--- src/rtl/logic_unit_pkg.sv ---
// logic_unit_pkg: op encoding shared by the logic unit pipeline and its core
package logic_unit_pkg;
  localparam int OP_W = 3;
  typedef enum logic [OP_W-1:0] {
    OP_AND   = 3'b000,
    OP_OR    = 3'b001,
    OP_XOR   = 3'b010,
    OP_XNOR  = 3'b011,
    OP_NAND  = 3'b100,
    OP_NOR   = 3'b101,
    OP_ANDN  = 3'b110,
    OP_PASSA = 3'b111
  } op_e;
endpackage

--- src/rtl/logic_unit_pipe_if.sv ---
// logic_unit_pipe_if: operand/result handshake bundle for the logic unit pipeline
interface logic_unit_pipe_if
  import logic_unit_pkg::*;
#(
  parameter int WIDTH = 8,
  parameter int CNT_W = 8
);
  logic             in_valid;
  logic             in_ready;
  logic [WIDTH-1:0] in_a;
  logic [WIDTH-1:0] in_b;
  logic [OP_W-1:0]  in_op;
  logic             out_valid;
  logic             out_ready;
  logic [WIDTH-1:0] out_y;
  logic             out_eq;
  logic             out_par;
  logic             out_zero;
  logic [CNT_W-1:0] match_cnt;
  modport master (
    output in_valid, in_a, in_b, in_op, out_ready,
    input  in_ready, out_valid, out_y, out_eq, out_par, out_zero, match_cnt
  );
  modport slave (
    input  in_valid, in_a, in_b, in_op, out_ready,
    output in_ready, out_valid, out_y, out_eq, out_par, out_zero, match_cnt
  );
endinterface

--- src/rtl/logic_unit_core.sv ---
// logic_unit_core: combinational bitwise op plus equality, parity and zero flags
module logic_unit_core
  import logic_unit_pkg::*;
#(
  parameter int WIDTH = 8
) (
  input  logic [WIDTH-1:0] a,
  input  logic [WIDTH-1:0] b,
  input  op_e              op,
  output logic [WIDTH-1:0] y,
  output logic             eq,
  output logic             par,
  output logic             zero
);
  // per-bit op select; no carries between bits
  always_comb begin
    y = op == OP_AND  ? a & b    :
        op == OP_OR   ? a | b    :
        op == OP_XOR  ? a ^ b    :
        op == OP_XNOR ? a ~^ b   :
        op == OP_NAND ? ~(a & b) :
        op == OP_NOR  ? ~(a | b) :
        op == OP_ANDN ? a & ~b   : a;
  end
  // eq looks at the operands regardless of op; par/zero look at the result
  assign eq   = &(a ~^ b);
  assign par  = ^y;
  assign zero = ~|y;
endmodule

--- src/rtl/logic_unit_pipe.sv ---
// logic_unit_pipe: two-stage valid/ready bitwise logic unit with saturating match counter
module logic_unit_pipe
  import logic_unit_pkg::*;
#(
  parameter int WIDTH = 8,
  parameter int CNT_W = 8
) (
  input logic              clk,
  input logic              rst_n,
  logic_unit_pipe_if.slave bus
);
  logic             s1_valid;
  logic [WIDTH-1:0] s1_a;
  logic [WIDTH-1:0] s1_b;
  op_e              s1_op;
  logic             s2_valid;
  logic [WIDTH-1:0] s2_y;
  logic             s2_eq;
  logic             s2_par;
  logic             s2_zero;
  logic [CNT_W-1:0] cnt;
  logic [WIDTH-1:0] core_y;
  logic             core_eq;
  logic             core_par;
  logic             core_zero;
  logic             s2_adv;
  logic             s1_adv;
  logic             accept;
  logic             deliver;

  assign s2_adv       = !s2_valid || bus.out_ready;
  assign s1_adv       = s1_valid && s2_adv;
  assign bus.in_ready = !s1_valid || s1_adv;
  assign accept       = bus.in_valid && bus.in_ready;
  assign deliver      = s2_valid && bus.out_ready;

  logic_unit_core #(.WIDTH(WIDTH)) u_core (
    .a    (s1_a),
    .b    (s1_b),
    .op   (s1_op),
    .y    (core_y),
    .eq   (core_eq),
    .par  (core_par),
    .zero (core_zero)
  );

  // stage 1: capture operands on acceptance, empty when handed to stage 2 with nothing new
  always_ff @(posedge clk or negedge rst_n) begin
    if (!rst_n) begin
      s1_valid <= 1'b0;
      s1_a     <= '0;
      s1_b     <= '0;
      s1_op    <= OP_AND;
    end else begin
      s1_valid <= accept || (s1_valid && !s1_adv);
      if (accept) begin
        s1_a  <= bus.in_a;
        s1_b  <= bus.in_b;
        s1_op <= op_e'(bus.in_op);
      end
    end
  end

  // stage 2: register result and flags; held while downstream stalls
  always_ff @(posedge clk or negedge rst_n) begin
    if (!rst_n) begin
      s2_valid <= 1'b0;
      s2_y     <= '0;
      s2_eq    <= 1'b0;
      s2_par   <= 1'b0;
      s2_zero  <= 1'b0;
    end else if (s2_adv) begin
      s2_valid <= s1_valid;
      if (s1_valid) begin
        s2_y    <= core_y;
        s2_eq   <= core_eq;
        s2_par  <= core_par;
        s2_zero <= core_zero;
      end
    end
  end

  // count delivered equal-operand results, sticking at all-ones
  always_ff @(posedge clk or negedge rst_n) begin
    if (!rst_n) cnt <= '0;
    else if (deliver && s2_eq && cnt != '1) cnt <= cnt + 1'b1;
  end

  assign bus.out_valid = s2_valid;
  assign bus.out_y     = s2_y;
  assign bus.out_eq    = s2_eq;
  assign bus.out_par   = s2_par;
  assign bus.out_zero  = s2_zero;
  assign bus.match_cnt = cnt;
endmodule

--- src/flat_wrapper.sv ---
// flat-port wrapper written by rule: the top's interface ports become plain ports
module logic_unit_pipe_flat import logic_unit_pkg::*;
#(
  parameter int WIDTH = 8,
  parameter int CNT_W = 8
)
  (clk, rst_n, bus_in_valid, bus_in_a, bus_in_b, bus_in_op, bus_out_ready, bus_in_ready, bus_out_valid, bus_out_y, bus_out_eq, bus_out_par, bus_out_zero, bus_match_cnt);
  logic_unit_pipe_if #(.WIDTH(WIDTH), .CNT_W(CNT_W)) bus_i ();
  input logic clk;
  input logic rst_n;
  input wire logic [$bits(bus_i.in_valid)-1:0] bus_in_valid;
  input wire logic [$bits(bus_i.in_a)-1:0] bus_in_a;
  input wire logic [$bits(bus_i.in_b)-1:0] bus_in_b;
  input wire logic [$bits(bus_i.in_op)-1:0] bus_in_op;
  input wire logic [$bits(bus_i.out_ready)-1:0] bus_out_ready;
  output wire logic [$bits(bus_i.in_ready)-1:0] bus_in_ready;
  output wire logic [$bits(bus_i.out_valid)-1:0] bus_out_valid;
  output wire logic [$bits(bus_i.out_y)-1:0] bus_out_y;
  output wire logic [$bits(bus_i.out_eq)-1:0] bus_out_eq;
  output wire logic [$bits(bus_i.out_par)-1:0] bus_out_par;
  output wire logic [$bits(bus_i.out_zero)-1:0] bus_out_zero;
  output wire logic [$bits(bus_i.match_cnt)-1:0] bus_match_cnt;
  assign bus_i.in_valid = bus_in_valid;
  assign bus_i.in_a = bus_in_a;
  assign bus_i.in_b = bus_in_b;
  assign bus_i.in_op = bus_in_op;
  assign bus_i.out_ready = bus_out_ready;
  assign bus_in_ready = bus_i.in_ready;
  assign bus_out_valid = bus_i.out_valid;
  assign bus_out_y = bus_i.out_y;
  assign bus_out_eq = bus_i.out_eq;
  assign bus_out_par = bus_i.out_par;
  assign bus_out_zero = bus_i.out_zero;
  assign bus_match_cnt = bus_i.match_cnt;
  logic_unit_pipe #(.WIDTH(WIDTH), .CNT_W(CNT_W)) u_core (.clk(clk), .rst_n(rst_n), .bus(bus_i));
endmodule
--- config.mk ---
export PLATFORM = sky130hd
export DESIGN_NAME = logic_unit_pipe_flat
export DESIGN_NICKNAME = d
export VERILOG_FILES = /design/src/rtl/logic_unit_pkg.sv /design/src/rtl/logic_unit_pipe_if.sv /design/src/rtl/logic_unit_core.sv /design/src/rtl/logic_unit_pipe.sv /design/src/flat_wrapper.sv
export SDC_FILE = /design/constraint.sdc
export NUM_CORES = 1
export LEC_CHECK = 0
export CAP_MARGIN = 25
export CORE_AREA = 4 4 113 72
export DETAILED_ROUTE_END_ITERATION = 10
export DIE_AREA = 0 0 117 76
export PLACE_DENSITY_LB_ADDON = 0.05
export REMOVE_ABC_BUFFERS = 1
export SLEW_MARGIN = 15
export SYNTH_ARGS = -nofsm -noshare
export SYNTH_HDL_FRONTEND = slang
export SYNTH_HIERARCHICAL = 1
export SYNTH_SLANG_ARGS = --single-unit
--- constraint.sdc ---
create_clock -name clk -period 3.1 [get_ports clk]
set_clock_uncertainty 0.2 [all_clocks]
set_input_delay 0.775 -clock clk [delete_from_list [all_inputs] [get_ports clk]]
set_output_delay 0.775 -clock clk [all_outputs]
set_load 0.02 [all_outputs]
Word-level counts from Yosys, hierarchy flattened
Cells that the tools add are included.
{"block": "word_totals", "reg_bits": 40, "latchBits": 0, "ramBits": 0, "mem_bits_ro": 0, "input_bits": 23, "output_inout_bits": 21, "word_cells": 51, "mem_count": 0}
{"block": "op_classes", "addsub": 1, "multipliers": 0, "div_mod_pow": 0, "n_lt_le_gt_ge": 0, "eq_ne": 7, "shifts": 0, "n_mux": 7, "n_bitwise": 8, "n_reduce_logical": 18}
{"cell": "8-bit 2-to-1 mux", "n": 7}
{"cell": "8-bit inverter", "n": 3}
{"cell": "8-bit bitwise AND", "n": 2}
{"cell": "3-bit == test, second input constant", "n": 3}
{"cell": "8-bit by 1-bit adder with 8-bit output, second input constant", "n": 1}
{"cell": "8-bit != test, second input constant", "n": 1}
{"cell": "8-bit OR", "n": 1}
{"cell": "8-bit AND reduction", "n": 1}
{"cell": "8-bit OR reduction", "n": 1}
{"cell": "8-bit parity", "n": 1}
{"cell": "8-bit XNOR", "n": 1}
{"cell": "8-bit bitwise XOR", "n": 1}
{"cell": "3-bit by 2-bit == test with 1-bit output, second input constant", "n": 2}
{"cell": "1-bit logical AND", "n": 6}
{"cell": "1-bit logical NOT", "n": 4}
{"cell": "3-bit by 1-bit == test with 1-bit output, second input constant", "n": 1}
{"cell": "3-bit logical NOT", "n": 1}
{"cell": "1-bit logical OR", "n": 3}
{"cell": "2-bit AND reduction", "n": 1}

Longest topological paths before layout
Gate-level depths: netlist of run 1.
{"block": "logic_depth", "word_depth": 11, "ltp_mapped": 10, "ltp_nobuf": 10}

Modules after synthesis
Netlist of run 1, hierarchy kept.
{"module": "logic_unit_pipe", "n_inst": 1, "cells_each": 111, "area_each_um2": 1707.9, "seq_area_each_um2": 1001.0}
{"module": "logic_unit_core", "n_inst": 1, "cells_each": 130, "area_each_um2": 1081.0, "seq_area_each_um2": 0.0}

Worst setup path before layout of run 1
OpenSTA, ideal clock, no wires.
{"block": "synth_path", "kind": "reg2reg", "startpoint": "register u_core.s1_op[0]", "endpoint": "register u_core.s2_par, in the netlist u_core/bus.out_par", "setup_time_ps": 125, "arrival_ps": 2002, "required_ps": 2775, "setup_slack_ps": 773, "stages_incl_launch_ff": 10, "n_path_buf": 1, "synth_period_minus_slack_ps": 2327, "cell_sequence": "dfrtp_1 -> buf_6 -> nor2b_1 -> a211oi_1 -> a21o_1 -> a21oi_1 -> ha_1 -> xor2_1 -> xnor2_1 -> mux2_2"}
{"block": "synth_between", "elab_chain_len": 9, "word_cells_on_any_way": 15, "cone_classes": "eq/ne (6); mux (7); reduce/logical (2)"}
{"item": "from (decl)", "line_no": "logic_unit_pipe.sv:15", "text": "op_e s1_op;"}
{"item": "from (signal assigned)", "line_no": "logic_unit_pipe.sv:59", "text": "s1_op <= op_e'(bus.in_op);"}
{"item": "3-bit == test", "line_no": "logic_unit_core.sv:23", "text": "op == OP_ANDN ? a & ~b : a;"}
{"item": "8-bit 2-to-1 mux", "line_no": "logic_unit_core.sv:23"}
{"item": "8-bit 2-to-1 mux", "line_no": "logic_unit_core.sv:22", "text": "op == OP_NOR ? ~(a | b) :"}
{"item": "8-bit 2-to-1 mux", "line_no": "logic_unit_core.sv:21", "text": "op == OP_NAND ? ~(a & b) :"}
{"item": "8-bit 2-to-1 mux", "line_no": "logic_unit_core.sv:20", "text": "op == OP_XNOR ? a ~^ b :"}
{"item": "8-bit 2-to-1 mux", "line_no": "logic_unit_core.sv:19", "text": "op == OP_XOR ? a ^ b :"}
{"item": "8-bit 2-to-1 mux", "line_no": "logic_unit_core.sv:18", "text": "op == OP_OR ? a | b :"}
{"item": "8-bit 2-to-1 mux *", "line_no": "logic_unit_core.sv:17", "text": "y = op == OP_AND ? a & b :"}
{"item": "8-bit parity *", "line_no": "logic_unit_core.sv:27", "text": "assign par = ^y;"}
{"item": "named net u_core.core_par", "line_no": "logic_unit_pipe.sv:24", "text": "logic core_par;"}
{"item": "to (signal assigned)", "line_no": "logic_unit_pipe.sv:77", "text": "s2_par <= core_par;"}
{"item": "to (decl)", "line_no": "logic_unit_pipe.sv:19", "text": "logic s2_par;"}
The timed path passes the listed nets; every way through them passes the cells marked *.
A chain may end at the register's enable or synchronous reset.

Final worst setup path of run 1
{"block": "layout_path", "startpoint": "input port bus_out_ready", "endpoint": "output port bus_in_ready"}
{"block": "layout_between", "elab_chain_len": 3}
{"item": "from (decl)", "line_no": "flat_wrapper.sv:15", "text": "input wire logic [$bits(bus_i.out_ready)-1:0] bus_out_ready;"}
{"item": "1-bit logical OR", "line_no": "logic_unit_pipe.sv:31", "text": "assign s2_adv = !s2_valid || bus.out_ready;"}
{"item": "1-bit logical AND", "line_no": "logic_unit_pipe.sv:32", "text": "assign s1_adv = s1_valid && s2_adv;"}
{"item": "1-bit logical OR", "line_no": "logic_unit_pipe.sv:33", "text": "assign bus.in_ready = !s1_valid || s1_adv;"}
{"item": "to (decl)", "line_no": "flat_wrapper.sv:16", "text": "output wire logic [$bits(bus_i.in_ready)-1:0] bus_in_ready;"}
No other way between the ends.

==> impl_metrics.tcl, run 1 <==
set metrics [dict create \
    status "finished clean" \
    clk_latency_ns 0.28 \
    cp_max_fo 2 \
    grtUsageMet3 0.0405 \
    drive_above_1_share 0.234 \
    row_count 24 \
    dieArea_um2 8890 \
    period_needed_ns 3.03 \
    grt_pass1_vias 1822 \
    synth_area_leader_cell "dfrtp_1" \
    crit_type "primary input to output pin" \
    wl_per_cell_um 15.3 \
    reg2reg_to "u_core/bus.out_par$_DFFE_PN0P_" \
    clock_sinks 40 \
    diodes 0 \
    worstPathRequired_ns 2.12 \
    gp_routability_congestion 0.780 \
    hpwl_mm 4.29 \
    tightestPinTransition_ns 0.405 \
    max_slew_margin 0.723 \
    port_buffers 43 \
    viasPerCell 5.01 \
    ff_latch_area_um2 1000 \
    routed_wl_mm 5.84 \
    rsz0062_at_grt "no" \
    whs_ns 0.162 \
    ir_worst_vdd_uv 360 \
    slew_viol_final 0 \
    yosysUniqueCellTypes 46 \
    r2r_start "u_core/s1_op[0]$_DFFE_PN0P_" \
    synth_common_cells "40 x dfrtp_1, 29 x ha_1, 28 x mux2_2" \
    overflow 0 \
    first_iter_violations 85 \
    syn_inst 241 \
    rrSetupSlack_ns 0.44 \
    grt_util_all_layers 0.137 \
    end_kind "output pin" \
    critPathLaunchType "primary input" \
    cts_tree "yes" \
    htree_levels 2 \
    yosysSeqAreaShare 0.359 \
    avgSynthCellArea_um2 11.6 \
    hold_violations 0 \
    antenna_found_initial 0 \
    dieWidth_um 117 \
    synthToLayoutAreaGrowth_pct 24.2 \
    synth-edff-count 0 \
    ys_ff_latch 40 \
    grt_pass1_wl_mm 9.53 \
    netlist_area_um2 2790 \
    ant_nets 0 \
    clk_path_buf_depth 2 \
    min_period_over_period 0.976 \
    fmax_ghz 0.330 \
    cts_resized 0 \
    hold_path.class "primary input to asynchronous set/reset pin" \
    tns_ns 0 \
    total_power_mw 2.14 \
    first_pass_iters 4 \
    cts_root_buf "clkbuf_16" \
    die_y_um 76 \
    leakagePower_nw 1.61 \
    synth_ff_type "dfrtp_1" \
    clk_pin_slew_ns 0.06 \
    met1_usage 0.232 \
    synth_most_common_cell "dfrtp_1" \
    core_um2 7090 \
    drc 0 \
    setup_viol 0 \
    cts_setup_buffers 0 \
    synth_top_area_frac 0.359 \
    multi_input_area_um2 1630 \
    top_usage_layer "met1" \
    cts_buffers 5 \
    io_pins 44 \
    p_per_area_nw_per_um2 618 \
    crit_arrival_ns 2.05 \
    holdBufCountCts 0 \
    grt_max_degree 41 \
    yosysWarnings 6 \
    vias 1908 \
    layout.nets 341 \
    reg2reg_depth 8 \
    cap_violations 0 \
    async_reset_ff_frac 1.00 \
    fillCellCount 656 \
    ys_top_cells_by_area "dfrtp_1 36%, ha_1 13%, mux2_2 11%" \
    start_util 0.394 \
    use_met2 0.163 \
]
[metrics by stage]
stage / worst slack [ns] / area [µm²] / cells / util
final: 0.0737 / 3460 / 381 / 0.489
after global routing: 0.0434 / 3460 / 381 / 0.489
after CTS: 0.0708 / 3440 / 380 / 0.486
after detailed placement: 0.0925 / 3300 / 372 / 0.465
after global placement: 0.0753 / 3300 / 372 / 0.465
after floorplan: 0.426 / 2700 / 231 / -
[critical path, cell delays in order]
cell             delay, ns
clkdlybuf4s50_1       0.51
nand3b_4              0.16
clkdlybuf4s50_1       0.61
[cell families (layout without fill, tap and decap cells)]
group           count (synthesis)  in the layout  synth area share
compound gates                 49             49             0.138
mux                            44             44             0.189
flops                          40             40             0.359
simple gates                   38             38            0.0906
fa+ha+maj                      29             29             0.130
buf+inv                        29             78            0.0561
xor+xnor                       12             12            0.0377
[power breakdown]
group	internal [mW]	switching (mW)	leakage, nW
Sequential	0.624	0.0843	0.485
Combinational	0.490	0.425	1.05
Clock	0.317	0.202	0.0766
Total	1.43	0.711	1.61
[flip-flops by register name, indices dropped and copies added, names as in the netlist]
| name | count |
|---|---|
| u_core/s1_op | 3 |
| u_core/bus.out_y | 8 |
| u_core/bus.out_zero | 1 |
| u_core/bus.out_eq | 1 |
| u_core/s1_a | 8 |
| u_core/bus.match_cnt | 8 |
| u_core/bus.out_valid | 1 |
| u_core/s1_valid | 1 |
| u_core/s1_b | 8 |
| u_core/bus.out_par | 1 |
[layout make-up]
cell class	instances	share of cell area
clock buffer	6	0.0401
clock inverter	2	0.00289
inverter	19	0.0206
multi-input combinational	172	0.471
sequential	40	0.289
tap	91	0.0329
timing repair buffer	51	0.144
[per-layer routing]
| metal | part of all wire | wire (µm) | vias up |
|---|---|---|---|
| li1 | - | - | 960 |
| met1 | 0.57 | 3350 | 908 |
| met2 | 0.37 | 2170 | 35 |
| met3 | 0.047 | 272 | 5 |
| met4 | 0.0072 | 42 | 0 |
| met5 | 0 | 0 | - |
[how the worst max path moves through the flow]
stage,cells past startpoint,startpoint,to
2_1_floorplan,8,u_core/s1_op[0]$_DFFE_PN0P_,u_core/bus.out_par$_DFFE_PN0P_
3_3_place_gp,3,bus_out_ready,bus_in_ready
3_5_place_dp,3,bus_out_ready,bus_in_ready
4_1_cts,3,bus_out_ready,bus_in_ready
5_1_grt,3,bus_out_ready,bus_in_ready
6_report,3,bus_out_ready,bus_in_ready
[placed cells by master, fill, tap and decap left out, types with 2 or more instances in the layout]
master,netlist,layout
clkbuf_16,0,5
and3_1,2,2
nor2b_1,7,7
mux2i_1,5,5
a21o_1,15,15
clkdlybuf4s50_1,0,42
mux2_2,28,28
dfrtp_1,40,40
buf_4,1,7
ha_1,29,29
nand3_1,3,3
clkinv_2,0,2
inv_1,18,18
or4_1,2,2
a21oi_1,10,10
nand2_1,6,6
nand4_1,4,4
nand2b_1,2,2
xnor2_1,11,11
a211oi_2,7,7
mux2_4,10,10
a211oi_1,7,7
nor2_1,4,4
Note: power is estimated with default switching activity, not from simulation.
==> run 2: changes to the inputs <==
MAX_ROUTING_LAYER = met4   (was not set)
==> impl_metrics.tcl, run 2 (same netlist as run 1, synthesis figures left out) <==
set metrics [dict create \
    core_um2 7090 \
    dieWidth_um 117 \
    rsz0062_at_grt "no" \
    layout.nets 341 \
    max_slew_margin 0.723 \
    start_util 0.394 \
    path_delay_family "buffers and inverters" \
    cap_violations 0 \
    worstPathRequired_ns 2.12 \
    antenna_found_initial 0 \
    io_pins 44 \
    cts_resized 0 \
    crit_type "primary input to output pin" \
    gp_routability_congestion 0.791 \
    critPathBufInv 2 \
    period_needed_ns 3.02 \
    grt_pass1_vias 1822 \
    cpMaxStageDelayCell "clkdlybuf4s50_1" \
    layout_common_cells "42 x clkdlybuf4s50_1, 40 x dfrtp_1, 29 x ha_1" \
    critPathLaunchType "primary input" \
    wl_per_cell_um 15.3 \
    max_stage_delay_ns 0.61 \
    end_kind "output pin" \
    cts_root_buf "clkbuf_16" \
    rrSetupSlack_ns 0.44 \
    first_pass_iters 4 \
    hpwl_mm 4.29 \
    synthToLayoutAreaGrowth_pct 24.2 \
    cts_buffers 5 \
    ir_worst_vdd_uv 360 \
    port_buffers 43 \
    reg2reg_depth 8 \
    clock_sinks 40 \
    p_per_area_nw_per_um2 618 \
    grt_max_degree 41 \
    reg2reg_to "u_core/bus.out_par$_DFFE_PN0P_" \
    ant_nets 0 \
    leakagePower_nw 1.61 \
    overflow 0 \
    crit_arrival_ns 2.04 \
    tightestPinTransition_ns 0.405 \
    stdcell_count 381 \
    drc 0 \
    dieArea_um2 8890 \
    drive_above_1_share 0.234 \
    routed_wl_mm 5.82 \
    diodes 0 \
    holdBufCountCts 0 \
    hold_violations 0 \
    ff_latch_area_um2 1000 \
    fillCellCount 656 \
    htree_levels 2 \
    min_period_over_period 0.974 \
    viasPerCell 4.97 \
    vias 1894 \
    hold_path.class "primary input to asynchronous set/reset pin" \
    grt_pass1_wl_mm 9.53 \
    tns_ns 0 \
    cp_max_fo 2 \
    clk_path_buf_depth 2 \
    row_count 24 \
    slew_viol_final 0 \
    status "finished clean" \
    setup_viol 0 \
    post-place-cells 372 \
    cts_setup_buffers 0 \
    multi_input_area_um2 1630 \
    clk_latency_ns 0.28 \
    final_common_cell "clkdlybuf4s50_1" \
    grt_util_all_layers 0.140 \
    cp_common_cell "clkdlybuf4s50_1" \
    die_y_um 76 \
    fmax_ghz 0.331 \
    path_cells "clkdlybuf4s50_1, nand3b_4, clkdlybuf4s50_1" \
    first_iter_violations 88 \
    cts_tree "yes" \
    r2r_start "u_core/s1_op[0]$_DFFE_PN0P_" \
    clk_pin_slew_ns 0.06 \
]
run 2: cell counts in the layout (fill, tap and decap cells not counted):
Identical to the previous run, type by type.
run 2: per-layer routing:
| layer | GRT usage | part of all wire | up-vias |
|---|---|---|---|
| li1 | - | - | 959 |
| met1 | 0.229 | 0.58 | 898 |
| met2 | 0.166 | 0.37 | 32 |
| met3 | 0.0389 | 0.047 | 5 |
| met4 | 0.0309 | 0.0072 | 0 |
| met5 | - | 0 | - |
run 2: worst reg2reg max path: cells and delay by family, from the launching register on:
kind                       cells  cell delay [ns]
adders and majority gates      1             0.27
DFF                            1             0.55
AOI/OAI and AO/OA              2             0.35
xor gates and xnor gates       2             0.27
muxes                          2             0.62
buffers and inverters          1             0.29
run 2: power breakdown:
group / leakage [nW] / internal [mW] / switching, mW / total, mW
Sequential: 0.485 / 0.624 / 0.0846 / 0.709
Clock: 0.0766 / 0.317 / 0.202 / 0.519
Combinational: 1.05 / 0.490 / 0.425 / 0.915
Total: 1.61 / 1.43 / 0.711 / 2.14
run 2: layout make-up:
class / count / share of cell area
Multi-Input combinational cell: 172 / 0.471
Sequential cell: 40 / 0.289
Timing Repair Buffer: 51 / 0.144
Clock buffer: 6 / 0.0401
Tap cell: 91 / 0.0329
Inverter: 19 / 0.0206
Clock inverter: 2 / 0.00289
run 2: how the worst max path moves through the flow:
stage | from | endpoint | depth (start not counted)
floorplan | u_core/s1_op[0]$_DFFE_PN0P_ | u_core/bus.out_par$_DFFE_PN0P_ | 8
global placement | bus_out_ready | bus_in_ready | 3
detailed placement | bus_out_ready | bus_in_ready | 3
CTS | bus_out_ready | bus_in_ready | 3
global route | bus_out_ready | bus_in_ready | 3
finish | bus_out_ready | bus_in_ready | 3
run 2: stage by stage:
stage / utilization / setup WS [ns] / hold WS, ns / cell area (µm²) / power [mW]
finish: 0.489 / 0.0804 / 0.162 / 3460 / 2.14
global placement: 0.465 / 0.0753 / 0.289 / 3300 / 1.63
detailed placement: 0.465 / 0.0925 / 0.296 / 3300 / 1.64
floorplan: - / 0.426 / 0.279 / 2700 / 1.32
global route: 0.489 / 0.0434 / 0.173 / 3460 / 2.30
CTS: 0.486 / 0.0708 / 0.309 / 3440 / 2.18
==> run 3: changes to the inputs <==
PLACE_DENSITY = 0.66   (was not set)
PLACE_DENSITY_LB_ADDON = not set   (was 0.05)
==> impl_metrics.tcl, run 3 (same netlist as run 1, synthesis figures left out) <==
set metrics [dict create \
    fmax_ghz 0.354 \
    port_buffers 43 \
    period_needed_ns 2.82 \
    routed_wl_mm 5.66 \
    io_pins 44 \
    synthToLayoutAreaGrowth_pct 24.9 \
    min_period_over_period 0.911 \
    leakagePower_nw 1.61 \
    reg2reg_depth 9 \
    cts_resized 1 \
    hold_path.class "primary input to asynchronous set/reset pin" \
    overflow 0 \
    fillCellCount 660 \
    layout_common_cells "41 x clkdlybuf4s50_1, 40 x dfrtp_1, 29 x ha_1" \
    grt_pass1_wl_mm 9.74 \
    cp_max_fo 3 \
    die_y_um 76 \
    drive_above_1_share 0.226 \
    clk_latency_ns 0.29 \
    first_pass_iters 4 \
    hpwl_mm 4.08 \
    design_area_um2 3480 \
    ir_worst_vdd_uv 293 \
    setup_viol 0 \
    clk_pin_slew_ns 0.06 \
    holdBufCountCts 0 \
    end_kind "output pin" \
    gp_routability_congestion 0.786 \
    cts_setup_buffers 0 \
    viasPerCell 5.08 \
    hold_violations 0 \
    clk_path_buf_depth 2 \
    tightestPinTransition_ns 0.558 \
    p_per_area_nw_per_um2 639 \
    critPathLaunchType "primary input" \
    core_um2 7090 \
    grt_pass1_vias 1950 \
    crit_arrival_ns 1.85 \
    tns_ns 0 \
    fin_ws_ns 0.277 \
    reg2reg_to "u_core/bus.out_par$_DFFE_PN0P_" \
    worstPathRequired_ns 2.12 \
    htree_levels 2 \
    r2r_start "u_core/s1_op[0]$_DFFE_PN0P_" \
    cts_buffers 5 \
    rrSetupSlack_ns 0.49 \
    final_common_cell "clkdlybuf4s50_1" \
    slew_viol_final 0 \
    diodes 0 \
    wl_per_cell_um 15.0 \
    ant_nets 0 \
    crit_type "primary input to output pin" \
    post-place-ws_ns 0.0104 \
    first_iter_violations 64 \
    grt_max_degree 41 \
    row_count 24 \
    layout.nets 338 \
    placed_area_um2 3290 \
    start_util 0.394 \
    vias 1921 \
    rsz0062_at_grt "no" \
    stdcell_count 378 \
    post-place-cells 369 \
    cts_root_buf "clkbuf_16" \
    clock_sinks 40 \
    max_slew_margin 0.627 \
    status "finished clean" \
    cap_violations 0 \
    whs_ns 0.239 \
    drc 0 \
    dieArea_um2 8890 \
    antenna_found_initial 0 \
    grt_util_all_layers 0.142 \
    cts_tree "yes" \
    dieWidth_um 117 \
]
-- run 3: routing by layer --
layer	vias to the layer above	GRT usage	share of wire
met3	7	0.0341	0.038
met5	-	-	0
met2	33	0.190	0.41
met4	0	0.0309	0.011
li1	953	-	-
met1	928	0.216	0.54
-- run 3: worst max path at each step --
stage,startpoint,to,slack [ns],cells after the start
finish,bus_out_ready,bus_in_ready,0.28,3
CTS,bus_out_ready,bus_in_ready,0.26,3
detailed placement,bus_out_ready,bus_in_ready,0.01,3
global placement,bus_out_ready,bus_in_ready,0.008,3
floorplan,u_core/s1_op[0]$_DFFE_PN0P_,u_core/bus.out_par$_DFFE_PN0P_,0.43,8
global route,bus_out_ready,bus_in_ready,0.24,3
-- run 3: metrics by stage --
step	power, mW	util
2_1_floorplan	1.32	-
5_1_grt	2.39	0.492
4_1_cts	2.26	0.488
3_5_place_dp	1.64	0.464
3_3_place_gp	1.61	0.464
6_report	2.22	0.492
-- run 3: area by class of cell --
cell class / count / area (µm²) / share of cell area
clock buffers: 5 / 125 / 0.0359
flip-flops and latches: 40 / 1000 / 0.287
clock inverters: 3 / 46.3 / 0.0133
well taps: 91 / 114 / 0.0327
multi-input cells: 172 / 1630 / 0.468
inverters: 19 / 71.3 / 0.0205
repair buffers: 48 / 494 / 0.142
-- run 3: worst max-delay path: stages --
cell,delay (ns)
clkdlybuf4s50_1,0.53
nand3b_4,0.19
dlygate4sd2_1,0.35
-- run 3: where the power goes --
group / switching [mW] / internal, mW / total, mW
clock network: 0.219 / 0.382 / 0.602
registers: 0.0849 / 0.624 / 0.709
logic: 0.425 / 0.489 / 0.914
total: 0.729 / 1.50 / 2.22
